==> src/rtl/adder_top.sv <==
// Registered 4-bit ripple-carry adder/subtractor for the switch/LED board demo.
// Result and operands are snapshotted together so LEDR and HEX always agree.
module full_adder (
   input  logic a,
   input  logic b,
   input  logic ci,
   output logic s,
   output logic co
);
   assign s  = a ^ b ^ ci;
   assign co = (a & b) | (ci & (a ^ b));
endmodule

module adder_top (
   input  logic       CLOCK_50,
   input  logic       reset,
   input  logic [9:0] SW,
   output logic [4:0] LEDR,
   output logic [6:0] HEX0,
   output logic [6:0] HEX1,
   output logic [6:0] HEX2,
   output logic [6:0] HEX3,
   output logic [6:0] HEX4,
   output logic [6:0] HEX5
);
   localparam logic [6:0] SEG_ZERO  = 7'h40;
   localparam logic [6:0] SEG_BLANK = 7'h7F;

   logic       sub;
   logic [3:0] a;
   logic [3:0] b;
   logic [3:0] b_eff;
   logic [3:0] s;
   logic [4:0] c;

   function automatic logic [6:0] hex7(input logic [3:0] v);
      logic [6:0] seg;
      case (v)
         4'h0:    seg = 7'h40;
         4'h1:    seg = 7'h79;
         4'h2:    seg = 7'h24;
         4'h3:    seg = 7'h30;
         4'h4:    seg = 7'h19;
         4'h5:    seg = 7'h12;
         4'h6:    seg = 7'h02;
         4'h7:    seg = 7'h78;
         4'h8:    seg = 7'h00;
         4'h9:    seg = 7'h10;
         4'hA:    seg = 7'h08;
         4'hB:    seg = 7'h03;
         4'hC:    seg = 7'h46;
         4'hD:    seg = 7'h21;
         4'hE:    seg = 7'h06;
         default: seg = 7'h0E;
      endcase
      return seg;
   endfunction

   assign sub   = SW[9];
   assign a     = SW[7:4];
   assign b     = SW[3:0];
   assign b_eff = b ^ {4{sub}};
   // subtract forces carry-in high to complete the two's complement of B
   assign c[0]  = sub | SW[8];

   for (genvar i = 0; i < 4; i++) begin : g_rca
      full_adder u_fa (
         .a  (a[i]),
         .b  (b_eff[i]),
         .ci (c[i]),
         .s  (s[i]),
         .co (c[i+1])
      );
   end

   always_ff @(posedge CLOCK_50) begin
      if (reset) begin
         LEDR <= '0;
         HEX0 <= SEG_ZERO;
         HEX1 <= SEG_ZERO;
         HEX2 <= SEG_ZERO;
         HEX3 <= SEG_ZERO;
         HEX4 <= SEG_BLANK;
         HEX5 <= SEG_BLANK;
      end else begin
         LEDR <= {c[4], s};
         HEX0 <= hex7(b);
         HEX1 <= hex7(a);
         HEX2 <= hex7(s);
         HEX3 <= hex7({3'b000, c[4]});
         HEX4 <= SEG_BLANK;
         HEX5 <= SEG_BLANK;
      end
   end
endmodule

==> config.mk <==
export PLATFORM = sky130hd
export DESIGN_NAME = adder_top
export DESIGN_NICKNAME = d
export VERILOG_FILES = /design/src/rtl/adder_top.sv
export SDC_FILE = /design/constraint.sdc
export NUM_CORES = 1
export LEC_CHECK = 0
export ABC_AREA = 0
export CAP_MARGIN = 5
export CORE_MARGIN = 2
export CORE_UTILIZATION = 45
export CTS_CLUSTER_SIZE = 8
export DETAILED_ROUTE_END_ITERATION = 10
export GPL_ROUTABILITY_DRIVEN = 0
export GPL_TIMING_DRIVEN = 0
export PLACE_DENSITY = 0.82
export SYNTH_ARGS = -nofsm -noshare
export SYNTH_HDL_FRONTEND = slang
export SYNTH_HIERARCHICAL = 1
export SYNTH_SLANG_ARGS = --single-unit
export TNS_END_PERCENT = 30
==> constraint.sdc <==
create_clock -name CLOCK_50 -period 4.42 [get_ports CLOCK_50]
set_clock_uncertainty 0.2 [all_clocks]
set_input_delay 0.442 -clock CLOCK_50 [delete_from_list [all_inputs] [get_ports CLOCK_50]]
set_output_delay 0.442 -clock CLOCK_50 [all_outputs]
set_load 0.02 [all_outputs]
## After elaboration in Yosys (flattened, before gate mapping)

Memory sizes are Yosys's and may differ from the RTL's. A register that Yosys moved wholly into a read port is not among the register bits.
Index checks and enable logic that the tools add are counted.
W data, S select, Z words.

| storage, ports and cells | value |
|---|---|
| word-level logic and storage cells | 29 |
| output and inout bits | 47 |
| memories kept | 3 |
| flip-flop bits (word level) | 12 |
| memory bits (read-only) | 336 |

| operators by class | value |
|---|---|
| muxes and demuxes | 1 |
| bitwise logic cells | 23 |

Memories:

| name | words | bits a word | rd ports | clocked after memory_dff | wr ports | line | RTL |
|---|---|---|---|---|---|---|---|
| (name not given) | 16 | 7 | 1 | 1 | 0 | 38 | `case (v)` |
| (name not given) | 16 | 7 | 1 | 1 | 0 | 38 |  |
| (name not given) | 16 | 7 | 1 | 1 | 0 | 38 |  |

Operator list:

| kind | count |
|---|---|
| $pmux W7 S2 | 1 |
| $and A1 B1 Y1 | 8 |
| $xor A1 B1 Y1 | 8 |
| $or A1 B1 Y1 | 5 |
| $xor A4 B4 Y4 | 1 |
| $not A1 Y1 | 1 |

## Longest topological paths before layout

Gate-level depths: netlist of the first run.

| logic depth | value |
|---|---|
| depth after elaboration | 12 |
| gate-level depth with buffers | 11 |
| gate-level depth less buffers | 8 |

## Modules after synthesis

Netlist of the first run, hierarchy kept.

Modules (own cells, without submodules):

| module | area an instance (um^2) | cells each | times used |
|---|---|---|---|
| adder_top | 1655.3 | 172 | 1 |
| full_adder | 20.0 | 1 | 4 |

## Worst setup path before layout of the first run

Ideal clock, no wire load.

| path | value |
|---|---|
| path kind | input-to-reg |
| start point | input SW[9] |
| end point | register HEX2[6] |
| stages on the path | 9 |
| data arrival time | 3212 ps |
| data required time | 4098 ps |
| buffers on the path | 2 |
| slack | 887 ps |
| path through | clkbuf_1 -> or2_2 -> fa_1 -> fa_1 -> fa_1 -> fa_1 -> buf_6 -> mux2_4 -> a221o_1 |

| on the way | value |
|---|---|
| elaborated cells between the ends (all ways) | 19 |
| classes of those cells | bitwise (19) |

RTL lines:

| what | line | RTL |
|---|---|---|
| start: declaration | 17 | `input logic [9:0] SW,` |
| $or A1 B1 Y1 | 64 | `assign c[0] = sub \| SW[8];` |
| net c[0] | 34 | `logic [4:0] c;` |
| $and A1 B1 Y1 | 11 | `assign co = (a & b) \| (ci & (a ^ b));` |
| $or A1 B1 Y1 | 11 |  |
| net c[1] | 34 |  |
| $and A1 B1 Y1 | 11 |  |
| $or A1 B1 Y1 | 11 |  |
| net c[2] | 34 |  |
| $and A1 B1 Y1 | 11 |  |
| $or A1 B1 Y1 | 11 |  |
| net c[3] | 34 |  |
| $xor A1 B1 Y1 | 10 | `assign s = a ^ b ^ ci;` |
| net s[3] | 33 | `logic [3:0] s;` |
| end: declaration | 21 | `output logic [6:0] HEX2,` |

The timed path passes the listed nets, and every way through them passes these cells.
A chain may end at the register's enable or synchronous reset.

## Worst setup path after layout of the first run

| path | value |
|---|---|
| start point | input SW[0] |
| end point | register HEX2[6] |

| on the way | value |
|---|---|
| cells in the longest elaborated chain, start to end | 9 |
| elaborated cells between the ends (all ways) | 13 |
| classes of those cells | bitwise (13) |

Ends and longest elaborated chain:

| what | line | RTL |
|---|---|---|
| $xor A4 B4 Y4 (*) | 62 | `assign b_eff = b ^ {4{sub}};` |
| net b_eff[0] | 32 | `logic [3:0] b_eff;` |
| $xor A1 B1 Y1 | 11 |  |
| $and A1 B1 Y1 | 11 |  |
| $or A1 B1 Y1 (*) | 11 |  |
| net c[1] | 34 |  |
| $and A1 B1 Y1 (*) | 11 |  |
| $or A1 B1 Y1 (*) | 11 |  |
| net c[2] | 34 |  |
| $and A1 B1 Y1 (*) | 11 |  |
| $or A1 B1 Y1 (*) | 11 |  |
| net c[3] | 34 |  |
| $xor A1 B1 Y1 (*) | 10 |  |
| net s[3] | 33 |  |

The timed path passes the listed nets; every way through them passes the cells marked *.

==> impl_metrics.csv, run 1 <==
group,metric,value,unit
route,drt_pass1_iterations,4,
finish,antenna_cells,0,
status,status,"finished clean",
cts,cts_buffers,3,
global_routing,first_global_vias,1119,
timing,layout_min_cycle_time,3.716,ns
critical_path,crit_arrival,3.67,ns
route,wl_met1,1432,µm
cts,clk_path_buf_depth,2,
timing,slew_headroom,65.23,%
synth,synth-edff-count,0,
cts,clk_pin_slew,0.08,ns
floorplanning,die_h,66.10,µm
synth,yosys_register_bits,26,
critical_path,crit_type,"in -> reg",
hold_path,whs_path_depth,2,
finish,register_area,520.5,µm²
hold_path,hold_path_startpoint,"reset",
cts,cts_tree,"built",
route,drc,0,
synth,yosysSeqAreaShare,29.99,%
hold_path,hold_path_class,"in -> reg",
floorplanning,io-pin-count,59,
timing,hold_viol,0,
placement,hpwl,2383,µm
route,avgViaCountPerCell,4.580,
critical_path,max_stage_delay,0.55,ns
synth,yosysWarnings,6,
global_routing,grt_max_degree,16,
timing,finalCritPeriodShare,84.06,%
cts,htree_levels,1,
power_and_ir_drop,p_int,0.0005528,W
floorplanning,start_util,47.05,%
critical_path,cp_slowest_cell,"clkdlybuf4s50_1",
power_and_ir_drop,p_total,0.0008052,W
finish,fill_cells,322,
critical_path,crit_path_start_kind,"input port",
power_and_ir_drop,ir_worst_vdd,144.3,µV
floorplanning,core,3689,µm²
route,post_drt_wl_per_cell,10.95,µm
critical_path,path_cells,"clkdlybuf4s50_1 -> xor2_1 -> fa_1 -> fa_1 -> fa_1 -> fa_1 -> buf_6 -> mux2_4 -> a221o_1",
route,ant_nets,0,
route,dr.first_iter.drc_count,56,
synth,synth.avg_cell_area,9.860,µm²
cts,clock-sinks,26,
finish,nNetsFinal,271,
finish,multi_input_area,1008,µm²
route,wl_met2,1430,µm
power_and_ir_drop,p_leak,1.043,nW
power_and_ir_drop,switching_power,0.0002524,W
global_routing,overflow,0,
synth,synth_commonest_cells,"26 x dfxtp_1, 23 x buf_4, 21 x ha_1",
finish,layout-drive-gt1-share,18.03,%
critical_path,cp_max_fo,8,
power_and_ir_drop,pwr-share-clk,23.5,%
run,drv_cap,0,
critical_path,cp_data_required_time,4.38,ns
synth,synth.area.top_cells,"dfxtp_1 30%, ha_1 15%, buf_4 9.9%, a211oi_1 5.2%, fa_1 4.6%",
timing,slew_viol_final,0,
cts,postCtsHoldBufs,0,
synth,ys.flop_type,"dfxtp_1",
timing,fmax,269.1,MHz
global_routing,grt_first_pass_wirelength,5071,µm
route,vias,1287,
placement,io_buffers,38,
global_routing,antenna_found_initial,0,
floorplanning,num_rows,22,
power_and_ir_drop,pwr-share-seq,34.0,%
route,met3_length,200,µm
timing,worst_slew_pin_slew,0.5216,ns
synth,synth.most_common_cell,"dfxtp_1",
power_and_ir_drop,p_comb_share,42.5,%
critical_path,end_kind,"register",
floorplanning,die-width,66.10,µm
cts,cts-root-buf,"clkbuf_8",
finish,area.growth.synth_to_final,32.73,%
route,wirelength,3077,µm
synth,synthCells,176,
synth,synth_top_area_share,29.99,%
timing,rsz0062_at_grt,"false",
global_routing,grtUsageTotal,14.80,%
timing,setup_tns,0,ns
cts,cts_resized,0,
route,top_layer_used,"met4",
power_and_ir_drop,switching_share,31.35,%
power_and_ir_drop,p_per_area,349.5,nW/µm²
hold_path,hold_end,"HEX3[4]",
synth,synth_top_area_cell,"dfxtp_1",
floorplanning,dieArea,4369,µm²
cts,postCtsSetupBuffers,0,
synth,ys_types,33,
critical_path,cpMostUsedCell,"fa_1",
timing,setup_viol,0,
synth,synthArstFlopShare,0,%
synth,synth_area,1735,µm²
worst max path at each step:
stage          slack [ns]  endpoint  start
2_1_floorplan        0.89   HEX2[6]  SW[9]
3_3_place_gp         0.46   HEX2[6]  SW[0]
3_5_place_dp         0.44   HEX2[6]  SW[0]
4_1_cts              0.71   HEX2[6]  SW[0]
5_1_grt              0.60   HEX2[6]  SW[0]
6_report             0.70   HEX2[6]  SW[0]
logic make-up (layout without fill, tap and decap cells):
family | count (synthesis) | in the layout | synth area share, %
adders and majority gates | 25 | 25 | 19.75
muxes | 11 | 11 | 8.147
other | 2 | 17 | 0.4327
and+or+nand+nor | 37 | 37 | 11.39
xor gates and xnor gates | 4 | 4 | 2.019
AOI/OAI and AO/OA | 31 | 31 | 13.12
buffers and inverters | 40 | 82 | 15.14
DFF | 26 | 26 | 29.99
final cells by class:
class	instances	share of cell area, %
Buffer	33	10.27
Clock buffer	3	1.793
Clock inverter	1	1.304
Inverter	7	1.141
Multi-Input combinational cell	125	43.78
Sequential cell	26	22.60
Tap cell	48	2.607
Timing Repair Buffer	38	16.51
power by group through the flow:
stage | sequential (W) | clock, W | combinational [W]
floorplan | 0.000322 | 0 | 0.000189
global placement | 0.000279 | 0 | 0.000336
detailed placement | 0.000280 | 0 | 0.000341
CTS | 0.000274 | 0.000199 | 0.000342
global route | 0.000277 | 0.000208 | 0.000374
finish | 0.000274 | 0.000189 | 0.000342
cell usage in the layout, fill, tap and decap left out, drive strengths merged, types with 6 or more instances in the layout:
cell type | netlist | final
clkdlybuf4s50 | 0 | 38
buf | 29 | 29
dfxtp | 26 | 26
ha | 21 | 21
conb | 2 | 17
nor2 | 13 | 13
a211oi | 12 | 12
nor2b | 8 | 8
inv | 7 | 7
a21oi | 7 | 7
clkbuf | 4 | 7
mux2 | 6 | 6
sequential cells by signal (all words and copies together), names as in the netlist:
signal,cells
HEX0,7
HEX1,7
HEX2,7
LEDR,4
HEX3,1
through the flow:
step / cells / area, µm² / worst slack [ns] / utilization [%] / hold WS (ns)
3_5_place_dp: 277 / 2232 / 0.4358 / 60.52 / 0.5626
5_1_grt: 281 / 2303 / 0.5986 / 62.45 / 0.3239
6_report: 281 / 2303 / 0.7044 / 62.45 / 0.2992
2_1_floorplan: 191 / 1792 / 0.8865 / - / 0.4020
3_3_place_gp: 277 / 2232 / 0.4578 / 60.52 / 0.5607
4_1_cts: 281 / 2303 / 0.7128 / 62.45 / 0.2817
layer usage:
| layer | global-route usage (%) | vias up |
|---|---|---|
| li1 | - | 672 |
| met1 | 18.60 | 571 |
| met2 | 25.62 | 42 |
| met3 | 3.066 | 2 |
| met4 | 3.827 | 0 |
| met5 | 0 | - |
critical path, delay by kind of cell:
family	cells	cell delay, ns
xor gates and xnor gates	1	0.24
buffers and inverters	2	0.68
AOI/OAI and AO/OA	1	0.28
adders and majority gates	4	1.73
muxes	1	0.29
Note: power is estimated with default switching activity, not from simulation.
==> run 2: changes to the inputs <==
- clock period: 4.42 -> 3.7 ns (I/O delays scaled with it)
==> run 2 against run 1 <==
Effect of this change:
- first-iteration DRC count fell by 11%
- clock power rose by 20%
- cell area rose by 0.11%
- sequential power rose by 19%
- flip-flop and latch count did not move
- worst setup slack got worse by 0.52 ns
- critical path type unchanged
- highest routed layer unchanged
==> impl_metrics.csv, run 2 (same netlist as run 1, synthesis figures left out) <==
group,metric,value,unit
placement,hpwl,2383,µm
power_and_ir_drop,p_leak,1.053,nW
timing,rsz0062_at_grt,"false",
global_routing,grt_max_degree,16,
floorplanning,die-width,66.10,µm
critical_path,cpMostUsedCell,"fa_1",
timing,worst_slew_pin_slew,0.5223,ns
power_and_ir_drop,ir_worst_vdd,172.4,µV
cts,clk_path_buf_depth,2,
timing,slew_viol_final,0,
floorplanning,dieArea,4369,µm²
floorplanning,die_h,66.10,µm
timing,setup_viol,0,
global_routing,antenna_found_initial,0,
timing,layout_min_cycle_time,3.513,ns
route,dr.first_iter.drc_count,50,
power_and_ir_drop,p_per_area,417.1,nW/µm²
critical_path,end_kind,"register",
critical_path,cp_max_fo,8,
finish,stdcell_count,281,
global_routing,grt_first_pass_wirelength,5071,µm
critical_path,critPathCapture,"HEX2[6]",
route,vias,1295,
floorplanning,io-pin-count,59,
critical_path,cp_data_required_time,3.66,ns
route,drc,0,
finish,area.growth.synth_to_final,32.88,%
critical_path,cp_slowest_cell,"clkdlybuf4s50_1",
finish,nNetsFinal,271,
floorplanning,core,3689,µm²
route,drt_pass1_iterations,4,
finish,largestRegisters,"HEX0 x7, HEX1 x7, HEX2 x7",
hold_path,hold_path_class,"in -> reg",
finish,final_common_cell,"clkdlybuf4s50_1",
cts,cts_tree,"built",
critical_path,max_stage_delay,0.58,ns
power_and_ir_drop,p_total,0.0009618,W
cts,clock-sinks,26,
critical_path,crit_arrival,3.47,ns
finish,antenna_cells,0,
status,status,"finished clean",
run,drv_cap,0,
route,post_drt_wl_per_cell,11.02,µm
cts,clk_pin_slew,0.08,ns
route,wirelength,3098,µm
timing,hold_viol,0,
route,ant_nets,0,
placement,io_buffers,38,
placement,dp.cells,277,
global_routing,first_global_vias,1119,
cts,cts_buffers,3,
global_routing,overflow,0,
critical_path,crit_type,"in -> reg",
finish,final_cell_mix,"37 x clkdlybuf4s50_1, 26 x dfxtp_1, 23 x buf_4",
global_routing,grtUsageTotal,14.80,%
cts,postCtsSetupBuffers,0,
finish,fill_cells,322,
cts,cts-root-buf,"clkbuf_8",
timing,fmax,284.6,MHz
finish,layout-drive-gt1-share,18.03,%
route,avgViaCountPerCell,4.609,
critical_path,cp-startpoint,"SW[4]",
floorplanning,start_util,47.05,%
critical_path,path_cells,"clkdlybuf4s50_1 -> fa_1 -> fa_1 -> fa_1 -> fa_1 -> buf_6 -> mux2_4 -> a221o_1",
critical_path,crit_path_start_kind,"input port",
floorplanning,num_rows,22,
timing,slew_headroom,65.18,%
cts,htree_levels,1,
timing,finalCritPeriodShare,94.95,%
finish,fin_util,62.52,%
## run 2: cell types whose count changed in the layout (fill, tap and decap cells not counted), sizes merged
cell / previous run / this run
clkdlybuf4s50: 38 / 37
dlymetal6s2s: 0 / 1
## run 2: worst min-delay path by stage
stage          cells past startpoint   from       to
3_5_place_dp                       2  reset  HEX3[4]
2_1_floorplan                      2  SW[4]  HEX1[1]
4_1_cts                            2  reset  HEX3[4]
3_3_place_gp                       2  reset  LEDR[3]
5_1_grt                            2  reset  HEX3[4]
6_report                           2  reset  HEX3[4]
## run 2: stage by stage
step / area, µm² / setup slack (ns) / setup TNS (ns) / hold WS [ns]
floorplan: 1792 / 0.2385 / 0 / 0.3300
global placement: 2232 / -0.1902 / -0.6167 / 0.4887
detailed placement: 2232 / -0.2122 / -0.7702 / 0.4906
CTS: 2303 / 0.06485 / 0 / 0.2097
global route: 2306 / 0.08111 / 0 / 0.2519
finish: 2306 / 0.1869 / 0 / 0.2271
## run 2: report_power, final
part | internal, W | switching (W) | total, W
Clock | 0.000144 | 0.0000815 | 0.000226
Combinational | 0.000198 | 0.000211 | 0.000409
Sequential | 0.000318 | 0.00000918 | 0.000327
## run 2: what timing repair did
action                                  CTS  global route
endpoints found under the setup margin    0             2
gates resized for setup                   0             1
hold buffers                              0             0
## run 2: layout make-up
cell class / count / area [µm²] / share of cell area (%)
Buffer: 33 / 236.5 / 10.26
Tap cell: 48 / 60.06 / 2.604
Clock buffer: 3 / 41.29 / 1.791
Inverter: 7 / 26.28 / 1.139
Multi-Input combinational cell: 125 / 1008 / 43.73
Timing Repair Buffer: 38 / 382.9 / 16.60
Sequential cell: 26 / 520.5 / 22.57
Clock inverter: 1 / 30.03 / 1.302
## run 2: layer usage
metal,vias to the layer above,GRT usage (%),part of all wire [%]
met5,-,0,0
met2,42,25.62,46
li1,672,-,-
met1,579,18.60,47
met3,2,3.066,6.5
met4,0,3.827,0.45
## run 2: worst max-delay path, delay by kind of cell
family                   cells  cell delay [ns]
adder cells (fa/ha/maj)      4             1.81
buffers and inverters        2             0.71
multiplexers                 1             0.29
AO/OA/AOI/OAI                1             0.28
